**src/rtl/vga_timing_gen_if.sv**
```systemverilog
// Raster timing bundle from vga_timing_gen to the pixel renderers and the DAC.
// The generator drives every signal; renderers and the DAC only observe.
interface vga_timing_gen_if;
   logic       vga_clk;
   logic       hsync;
   logic       vsync;
   logic       active_pixels;
   logic [9:0] xPixel;
   logic [9:0] yPixel;
   logic       VGA_BLANK_N;
   logic       VGA_SYNC_N;
   logic       line_start;
   logic       frame_start;

   modport master (
      output vga_clk, hsync, vsync, active_pixels, xPixel, yPixel,
             VGA_BLANK_N, VGA_SYNC_N, line_start, frame_start
   );

   modport slave (
      input  vga_clk, hsync, vsync, active_pixels, xPixel, yPixel,
             VGA_BLANK_N, VGA_SYNC_N, line_start, frame_start
   );
endinterface

```
**src/rtl/vga_timing_gen.sv**
```systemverilog
// VGA raster timing: clk/2 pixel clock, h/v counters with region FSMs, sync/blank and strobes.
// All outputs are registered on the advance edge and describe the new (h,v) position.
module vga_timing_gen #(
   parameter int H_ACTIVE = 640,
   parameter int H_FP     = 16,
   parameter int H_SYNC   = 96,
   parameter int H_BP     = 48,
   parameter int V_ACTIVE = 480,
   parameter int V_FP     = 10,
   parameter int V_SYNC   = 2,
   parameter int V_BP     = 33,
   parameter bit SYNC_POL = 1'b0
) (
   input  logic             clk,
   input  logic             rst,
   vga_timing_gen_if.master vga
);

   localparam int H_TOTAL = H_ACTIVE + H_FP + H_SYNC + H_BP;
   localparam int V_TOTAL = V_ACTIVE + V_FP + V_SYNC + V_BP;

   localparam logic [9:0] H_LAST       = 10'(H_TOTAL - 1);
   localparam logic [9:0] H_FP_START   = 10'(H_ACTIVE);
   localparam logic [9:0] H_SYNC_START = 10'(H_ACTIVE + H_FP);
   localparam logic [9:0] H_BP_START   = 10'(H_ACTIVE + H_FP + H_SYNC);
   localparam logic [9:0] V_LAST       = 10'(V_TOTAL - 1);
   localparam logic [9:0] V_FP_START   = 10'(V_ACTIVE);
   localparam logic [9:0] V_SYNC_START = 10'(V_ACTIVE + V_FP);
   localparam logic [9:0] V_BP_START   = 10'(V_ACTIVE + V_FP + V_SYNC);

   typedef enum logic [1:0] {
      H_ST_ACT  = 2'd0,
      H_ST_FP   = 2'd1,
      H_ST_SYNC = 2'd2,
      H_ST_BP   = 2'd3
   } h_state_t;

   typedef enum logic [1:0] {
      V_ST_ACT  = 2'd0,
      V_ST_FP   = 2'd1,
      V_ST_SYNC = 2'd2,
      V_ST_BP   = 2'd3
   } v_state_t;

   logic       r_pix_en;
   logic [9:0] r_h;
   logic [9:0] r_v;
   h_state_t   r_h_state;
   v_state_t   r_v_state;
   logic [9:0] r_x;
   logic [9:0] r_y;
   logic       r_hsync;
   logic       r_vsync;
   logic       r_active;
   logic       r_line_start;
   logic       r_frame_start;

   logic       w_h_wrap;
   logic [9:0] w_h_next;
   logic [9:0] w_v_next;
   h_state_t   w_h_state_next;
   v_state_t   w_v_state_next;

   // Counter successors: h wraps at H_LAST, v steps only on the h wrap.
   always_comb begin
      w_h_wrap = (r_h == H_LAST);
      if (w_h_wrap) begin
         w_h_next = 10'd0;
         if (r_v == V_LAST) begin
            w_v_next = 10'd0;
         end else begin
            w_v_next = r_v + 10'd1;
         end
      end else begin
         w_h_next = r_h + 10'd1;
         w_v_next = r_v;
      end
   end

   // Horizontal region transitions, keyed on the position being entered.
   always_comb begin
      w_h_state_next = r_h_state;
      case (r_h_state)
         H_ST_ACT: begin
            if (w_h_next == H_FP_START) w_h_state_next = H_ST_FP;
            else                        w_h_state_next = H_ST_ACT;
         end
         H_ST_FP: begin
            if (w_h_next == H_SYNC_START) w_h_state_next = H_ST_SYNC;
            else                          w_h_state_next = H_ST_FP;
         end
         H_ST_SYNC: begin
            if (w_h_next == H_BP_START) w_h_state_next = H_ST_BP;
            else                        w_h_state_next = H_ST_SYNC;
         end
         H_ST_BP: begin
            if (w_h_next == 10'd0) w_h_state_next = H_ST_ACT;
            else                   w_h_state_next = H_ST_BP;
         end
         default: w_h_state_next = H_ST_BP;
      endcase
   end

   // Vertical region transitions; the vertical FSM only moves when the line wraps.
   always_comb begin
      w_v_state_next = r_v_state;
      if (w_h_wrap) begin
         case (r_v_state)
            V_ST_ACT: begin
               if (w_v_next == V_FP_START) w_v_state_next = V_ST_FP;
               else                        w_v_state_next = V_ST_ACT;
            end
            V_ST_FP: begin
               if (w_v_next == V_SYNC_START) w_v_state_next = V_ST_SYNC;
               else                          w_v_state_next = V_ST_FP;
            end
            V_ST_SYNC: begin
               if (w_v_next == V_BP_START) w_v_state_next = V_ST_BP;
               else                        w_v_state_next = V_ST_SYNC;
            end
            V_ST_BP: begin
               if (w_v_next == 10'd0) w_v_state_next = V_ST_ACT;
               else                   w_v_state_next = V_ST_BP;
            end
            default: w_v_state_next = V_ST_BP;
         endcase
      end else begin
         w_v_state_next = r_v_state;
      end
   end

   // Pixel-enable divider, counters, region FSMs and registered raster outputs.
   always_ff @(posedge clk or negedge rst) begin
      if (!rst) begin
         r_pix_en      <= 1'b0;
         r_h           <= H_LAST;
         r_v           <= V_LAST;
         r_h_state     <= H_ST_BP;
         r_v_state     <= V_ST_BP;
         r_x           <= 10'd0;
         r_y           <= 10'd0;
         r_hsync       <= ~SYNC_POL;
         r_vsync       <= ~SYNC_POL;
         r_active      <= 1'b0;
         r_line_start  <= 1'b0;
         r_frame_start <= 1'b0;
      end else begin
         r_pix_en <= ~r_pix_en;
         if (r_pix_en) begin
            r_h           <= w_h_next;
            r_v           <= w_v_next;
            r_h_state     <= w_h_state_next;
            r_v_state     <= w_v_state_next;
            r_x           <= w_h_next;
            r_y           <= w_v_next;
            r_hsync       <= (w_h_state_next == H_ST_SYNC) ? SYNC_POL : ~SYNC_POL;
            r_vsync       <= (w_v_state_next == V_ST_SYNC) ? SYNC_POL : ~SYNC_POL;
            r_active      <= (w_h_state_next == H_ST_ACT) && (w_v_state_next == V_ST_ACT);
            r_line_start  <= (w_h_next == 10'd0);
            r_frame_start <= (w_h_next == 10'd0) && (w_v_next == 10'd0);
         end else begin
            // Strobes last exactly one clk: clear them on the non-advance edge.
            r_line_start  <= 1'b0;
            r_frame_start <= 1'b0;
         end
      end
   end

   assign vga.vga_clk       = r_pix_en;
   assign vga.hsync         = r_hsync;
   assign vga.vsync         = r_vsync;
   assign vga.active_pixels = r_active;
   assign vga.VGA_BLANK_N   = r_active;
   assign vga.VGA_SYNC_N    = 1'b0;
   assign vga.xPixel        = r_x;
   assign vga.yPixel        = r_y;
   assign vga.line_start    = r_line_start;
   assign vga.frame_start   = r_frame_start;

endmodule
```
**src/flat_wrapper.sv**
```systemverilog
// flat-port wrapper written by rule: the top's interface ports become plain ports
module vga_timing_gen_flat 
#(
   parameter int H_ACTIVE = 640,
   parameter int H_FP     = 16,
   parameter int H_SYNC   = 96,
   parameter int H_BP     = 48,
   parameter int V_ACTIVE = 480,
   parameter int V_FP     = 10,
   parameter int V_SYNC   = 2,
   parameter int V_BP     = 33,
   parameter bit SYNC_POL = 1'b0
)
  (clk, rst, vga_vga_clk, vga_hsync, vga_vsync, vga_active_pixels, vga_xPixel, vga_yPixel, vga_VGA_BLANK_N, vga_VGA_SYNC_N, vga_line_start, vga_frame_start);
  vga_timing_gen_if vga_i ();
  input  logic clk;
  input  logic rst;
  output wire logic [$bits(vga_i.vga_clk)-1:0] vga_vga_clk;
  output wire logic [$bits(vga_i.hsync)-1:0] vga_hsync;
  output wire logic [$bits(vga_i.vsync)-1:0] vga_vsync;
  output wire logic [$bits(vga_i.active_pixels)-1:0] vga_active_pixels;
  output wire logic [$bits(vga_i.xPixel)-1:0] vga_xPixel;
  output wire logic [$bits(vga_i.yPixel)-1:0] vga_yPixel;
  output wire logic [$bits(vga_i.VGA_BLANK_N)-1:0] vga_VGA_BLANK_N;
  output wire logic [$bits(vga_i.VGA_SYNC_N)-1:0] vga_VGA_SYNC_N;
  output wire logic [$bits(vga_i.line_start)-1:0] vga_line_start;
  output wire logic [$bits(vga_i.frame_start)-1:0] vga_frame_start;
  assign vga_vga_clk = vga_i.vga_clk;
  assign vga_hsync = vga_i.hsync;
  assign vga_vsync = vga_i.vsync;
  assign vga_active_pixels = vga_i.active_pixels;
  assign vga_xPixel = vga_i.xPixel;
  assign vga_yPixel = vga_i.yPixel;
  assign vga_VGA_BLANK_N = vga_i.VGA_BLANK_N;
  assign vga_VGA_SYNC_N = vga_i.VGA_SYNC_N;
  assign vga_line_start = vga_i.line_start;
  assign vga_frame_start = vga_i.frame_start;
  vga_timing_gen #(.H_ACTIVE(H_ACTIVE), .H_FP(H_FP), .H_SYNC(H_SYNC), .H_BP(H_BP), .V_ACTIVE(V_ACTIVE), .V_FP(V_FP), .V_SYNC(V_SYNC), .V_BP(V_BP), .SYNC_POL(SYNC_POL)) u_core (.clk(clk), .rst(rst), .vga(vga_i));
endmodule
```
**config.mk**
```make
export PLATFORM = sky130hd
export DESIGN_NAME = vga_timing_gen_flat
export DESIGN_NICKNAME = d
export VERILOG_FILES = /design/src/rtl/vga_timing_gen_if.sv /design/src/rtl/vga_timing_gen.sv /design/src/flat_wrapper.sv
export SDC_FILE = /design/constraint.sdc
export NUM_CORES = 1
export LEC_CHECK = 0
export CAP_MARGIN = 10
export CORE_ASPECT_RATIO = 0.8
export CORE_UTILIZATION = 55
export DETAILED_ROUTE_END_ITERATION = 6
export GPL_TIMING_DRIVEN = 0
export HOLD_SLACK_MARGIN = 0.15
export PLACE_DENSITY = 0.79
export SLEW_MARGIN = 40
export SYNTH_ARGS = -nofsm -noshare
export SYNTH_HDL_FRONTEND = slang
export SYNTH_SLANG_ARGS = --single-unit
export TNS_END_PERCENT = 50
```
**constraint.sdc**
```tcl
create_clock -name clk -period 3.72 [get_ports clk]
set_input_delay 0.93 -clock clk [delete_from_list [all_inputs] [get_ports clk]]
set_output_delay 0.93 -clock clk [all_outputs]
set_load 0.02 [all_outputs]
```
==> metrics.txt, run 1 <==
# TYPE chip_impl_metric gauge
chip_impl_info{name="run_status",value="finished clean"} 1
chip_impl_metric{name="multi_input_comb_area",unit="um2"} 1310
chip_impl_info{name="type_of_the_worst_setup_path",value="flip-flop to flip-flop"} 1
chip_impl_metric{name="layout.area.seq",unit="um2"} 1020
chip_impl_metric{name="design_power_total",unit="uW"} 804
chip_impl_metric{name="path_buf_inv",unit=""} 1
chip_impl_metric{name="grt_antenna_before_repair",unit=""} 0
chip_impl_metric{name="synth-compound-area-share",unit="%"} 16.3
chip_impl_metric{name="route.detailed.vias_per_inst",unit=""} 5.77
chip_impl_metric{name="grt_pass1_wl",unit="um"} 10200
chip_impl_metric{name="max_freq",unit="GHz"} 0.304
chip_impl_metric{name="cellLeakagePower",unit="uW"} 0.00118
chip_impl_metric{name="worst_path_largest_cell_delay",unit="ps"} 590
chip_impl_info{name="cts_tree",value="done"} 1
chip_impl_metric{name="flow.area_growth_from_synthesis",unit="%"} 18.4
chip_impl_metric{name="seq_total_area_yosys",unit="%"} 40.0
chip_impl_metric{name="power-per-cell-area",unit="nW/um2"} 266
chip_impl_metric{name="num_io_pins",unit=""} 30
chip_impl_metric{name="setup-violations-final",unit=""} 0
chip_impl_metric{name="placement.setup.worst_slack",unit="ps"} 500
chip_impl_info{name="worst_hold_path_type",value="flip-flop to flip-flop"} 1
chip_impl_info{name="grt_setup_unrepaired",value="no"} 1
chip_impl_metric{name="timing.critical_path.fanout_max",unit=""} 10
chip_impl_info{name="combinational_family_with_the_most_area_after_synthesis",value="simple AND/OR/NAND/NOR gates"} 1
chip_impl_metric{name="start_util",unit="%"} 59.3
chip_impl_info{name="critical_path.top_delay_family",value="simple AND/OR/NAND/NOR gates"} 1
chip_impl_metric{name="min_period",unit="ps"} 3290
chip_impl_info{name="critical_path.cell_chain",value="ha_1, nand4_1, or3_4, buf_6, a22oi_2, o41a_2, nand4b_1, nor3_1, a31oi_1, o41ai_2"} 1
chip_impl_metric{name="postRouteWirelength",unit="um"} 5730
chip_impl_metric{name="timing.final.crit_share",unit="%"} 88.5
chip_impl_metric{name="synth-simple-area-share",unit="%"} 24.0
chip_impl_metric{name="port_buffers",unit=""} 28
chip_impl_metric{name="slew_headroom",unit="%"} 53.9
chip_impl_info{name="timing.critical_path.to_type",value="flip-flop"} 1
chip_impl_metric{name="synth_seq_cells",unit=""} 40
chip_impl_metric{name="cts.hold.buffers_added",unit=""} 0
chip_impl_metric{name="final_max_slew_viol_count",unit=""} 0
chip_impl_metric{name="netlist_instances",unit=""} 290
chip_impl_metric{name="routabilityCongestion",unit=""} 0.860
chip_impl_metric{name="fp.dieH",unit="um"} 62.9
chip_impl_metric{name="finalNetCount",unit=""} 331
chip_impl_metric{name="detailedRoute.firstIterationViolations",unit=""} 155
chip_impl_metric{name="post_synth_xor_area_fraction",unit="%"} 6.17
chip_impl_metric{name="antenna-diode-count",unit=""} 0
chip_impl_metric{name="worstSkewPairLatency",unit="ps"} 300
chip_impl_metric{name="detailroute.via_count",unit=""} 2208
chip_impl_metric{name="drc_violations_left",unit=""} 0
chip_impl_metric{name="cp_data_arrival_time",unit="ps"} 3470
chip_impl_info{name="cp-start-kind",value="flip-flop"} 1
chip_impl_metric{name="clock_skew",unit="ps"} 9.63
chip_impl_metric{name="hpwlAfterDp",unit="um"} 4050
chip_impl_metric{name="number_of_global_route_vias_before_repair",unit=""} 2126
chip_impl_metric{name="globalRoute.totalOverflow",unit=""} 0
chip_impl_metric{name="wire_per_inst",unit="um"} 15.0
chip_impl_metric{name="worst_slack",unit="ps"} 429
chip_impl_metric{name="clock_pin_slew_reported_for_the_worst_setup_and_hold_paths_after_clock_tree_synthesis",unit="ps"} 90
chip_impl_metric{name="ir_worst_vdd",unit="uV"} 211
chip_impl_metric{name="worst_ep_required_time",unit="ps"} 3900
chip_impl_metric{name="setup.reg_to_reg.worst_slack",unit="ps"} 430
chip_impl_metric{name="synth_fa_ha_area_share",unit="%"} 1.96
chip_impl_metric{name="max_cap_viol_count",unit=""} 0
chip_impl_metric{name="post_cts_resize_count",unit=""} 0
chip_impl_metric{name="synth_async_sr_flop_share",unit="%"} 100
chip_impl_metric{name="synthesized_net_count",unit=""} 296
chip_impl_metric{name="grtUsageTotal",unit="%"} 27.0
chip_impl_metric{name="numCtsBuffers",unit=""} 5
chip_impl_metric{name="dr.pass1.iters",unit=""} 5
chip_impl_metric{name="synth_edf_count",unit=""} 0
chip_impl_metric{name="netlist_area",unit="um2"} 2550
chip_impl_metric{name="drive_gt1_share",unit="%"} 17.2
chip_impl_metric{name="die_width",unit="um"} 78.2
chip_impl_metric{name="final_antenna_violating_net_count",unit=""} 0
chip_impl_info{name="timing.critical_path.slowest_stage_cell",value="sky130_fd_sc_hd__dfstp_2"} 1
chip_impl_metric{name="grt_max_degree",unit=""} 41
chip_impl_metric{name="total_of_fill_cells_in_the_finished_design",unit=""} 367
chip_impl_info{name="synthFlopType",value="sky130_fd_sc_hd__dfrtp_1"} 1
chip_impl_metric{name="clk_path_buf_depth",unit=""} 2
chip_impl_metric{name="yosys_cell_types",unit=""} 58
chip_impl_metric{name="clock_sink_count",unit=""} 40
chip_impl_info{name="clock_tree.root_cell",value="sky130_fd_sc_hd__clkbuf_8"} 1
chip_impl_metric{name="hold_viol_final",unit=""} 0
chip_impl_metric{name="yosysWarningCount",unit=""} 0
chip_impl_metric{name="dieArea",unit="um2"} 4920
chip_impl_metric{name="setup-tns-final",unit="ps"} 0
chip_impl_metric{name="synth_area_per_cell",unit="um2"} 8.81
chip_impl_metric{name="core_area",unit="um2"} 4310
chip_impl_metric{name="slew_worst_pin",unit="ps"} 685
chip_impl_metric{name="yosys-mux-area-fraction",unit="%"} 2.50
chip_impl_info{name="final_cell_mix",value="sky130_fd_sc_hd__nand2_1 (36), sky130_fd_sc_hd__clkdlybuf4s50_1 (27), sky130_fd_sc_hd__dfrtp_1 (24)"} 1
chip_impl_metric{name="htreeDepth",unit=""} 2
chip_impl_info{name="mostFrequentLayoutCell",value="sky130_fd_sc_hd__nand2_1"} 1
chip_impl_metric{name="cts.repair_timing.setup_buffer_count",unit=""} 0
chip_impl_metric{name="rows",unit=""} 21
==> kinds of logic after synthesis <==
family          after synthesis
flops                        40
fa+ha+maj                     4
buf+inv                      46
simple gates                114
compound gates               61
mux                           6
xor+xnor                     18
other cells                   1
==> synth_stat cells (2+ instances only) <==
library cell,count,area share [%]
sky130_fd_sc_hd__a31oi_1,3,0.74
sky130_fd_sc_hd__o21a_1,6,1.8
sky130_fd_sc_hd__nor3b_1,2,0.59
sky130_fd_sc_hd__o2bb2ai_1,3,1.0
sky130_fd_sc_hd__nand2b_1,3,0.74
sky130_fd_sc_hd__a21oi_1,9,1.8
sky130_fd_sc_hd__dfrtp_1,24,24
sky130_fd_sc_hd__o41ai_1,2,0.69
sky130_fd_sc_hd__nor3_1,9,1.8
sky130_fd_sc_hd__a211oi_1,3,0.88
sky130_fd_sc_hd__nand3_1,12,2.4
sky130_fd_sc_hd__o21ai_0,15,2.9
sky130_fd_sc_hd__nand4b_1,2,0.69
sky130_fd_sc_hd__nor4b_2,2,1.2
sky130_fd_sc_hd__mux2i_1,3,1.2
sky130_fd_sc_hd__a21o_1,3,0.88
sky130_fd_sc_hd__o21ai_1,6,1.2
sky130_fd_sc_hd__xor2_1,5,1.7
sky130_fd_sc_hd__inv_1,15,2.2
sky130_fd_sc_hd__a21boi_0,2,0.59
sky130_fd_sc_hd__or3_1,2,0.49
sky130_fd_sc_hd__nor2_1,21,3.1
sky130_fd_sc_hd__clkbuf_1,14,2.1
sky130_fd_sc_hd__xnor2_1,13,4.5
sky130_fd_sc_hd__buf_4,12,3.5
sky130_fd_sc_hd__and2_1,4,0.98
sky130_fd_sc_hd__nor4_1,4,0.98
sky130_fd_sc_hd__dfstp_2,16,16
sky130_fd_sc_hd__ha_1,4,2.0
sky130_fd_sc_hd__mux2_2,3,1.3
sky130_fd_sc_hd__nand4_1,4,0.98
sky130_fd_sc_hd__nand2_1,36,5.3
sky130_fd_sc_hd__buf_2,3,0.59
==> cell type report <==
type | count | share of cell area (%)
Buffer | 31 | 5.71
Sequential cell | 40 | 33.8
Inverter | 15 | 1.86
Tap cell | 57 | 2.36
Timing Repair Buffer | 28 | 9.19
Clock inverter | 3 | 1.41
Clock buffer | 5 | 2.28
Multi-Input combinational cell | 204 | 43.4
==> worst reg2reg max path: stages (launching register included) <==
cell and delay [ps]:
sky130_fd_sc_hd__dfstp_2 590, sky130_fd_sc_hd__ha_1 270, sky130_fd_sc_hd__nand4_1 330, sky130_fd_sc_hd__or3_4 520, sky130_fd_sc_hd__buf_6 160, sky130_fd_sc_hd__a22oi_2 190
sky130_fd_sc_hd__o41a_2 200, sky130_fd_sc_hd__nand4b_1 140, sky130_fd_sc_hd__nor3_1 370, sky130_fd_sc_hd__a31oi_1 160, sky130_fd_sc_hd__o41ai_2 240
==> metrics by stage <==
step | std cells | util, % | cell area (um2) | hold slack (ps)
final | 383 | 70.2 | 3020 | 480
after detailed placement | 375 | 67.6 | 2910 | 470
after global placement | 375 | 67.4 | 2910 | 464
after CTS | 383 | 70.2 | 3020 | 483
after floorplan | 290 | - | 2550 | 478
after global routing | 383 | 70.2 | 3020 | 508
==> final timing paths <==
check                                          to  cells past startpoint             start
min in group asynchronous    u_core.vga.yPixel[0]                      1               rst
max                        u_core.vga.VGA_BLANK_N                     10     u_core.r_h[0]
min reg2reg                      u_core.vga.vsync                      1  u_core.vga.vsync
max reg2reg                u_core.vga.VGA_BLANK_N                     10     u_core.r_h[0]
min                              u_core.vga.vsync                      1  u_core.vga.vsync
max in group asynchronous           u_core.r_h[9]                      1               rst
==> flip-flops by register name, summed over array words and instances, names as in the netlist <==
name and count:
u_core.vga.yPixel 10, u_core.vga.vga_clk 1, u_core.r_h_state 2, u_core.r_h 7
u_core.vga.xPixel 10, u_core.vga.line_start 1, u_core.vga.frame_start 1, u_core.vga.vsync 1
u_core.r_v_state 2, u_core.vga.hsync 1, u_core.r_v 3, u_core.vga.VGA_BLANK_N 1
==> power by group <==
part / switching, uW / internal [uW] / total (uW)
combinational: 8.99 / 1.40 / 10.4
clock: 159 / 199 / 358
sequential: 0 / 435 / 435
total: 168 / 635 / 804
==> layer usage <==
| metal | up-vias | track usage (%) | wire length, um |
|---|---|---|---|
| li1 | 1078 | - | - |
| met1 | 1047 | 39.3 | 2750 |
| met2 | 79 | 39.8 | 2560 |
| met3 | 4 | 5.84 | 362 |
| met4 | 0 | 8.56 | 55 |
| met5 | - | 0 | 0 |
(Power assumes the default switching activity.)
==> run 2, diff against run 1 <==
clock period = 3.9 ns   (was 3.72 ns; I/O delays follow)
==> results of run 2 <==
The final DEF is identical to that of run 1. Status: finished clean.
Main changes from that run: setup slack after placement 500 ps -> 680 ps; setup slack after layout 429 ps -> 609 ps; register-to-register setup slack 430 ps -> 610 ps; total power 804 uW -> 766 uW; worst IR drop on VDD 211 uV -> 201 uV
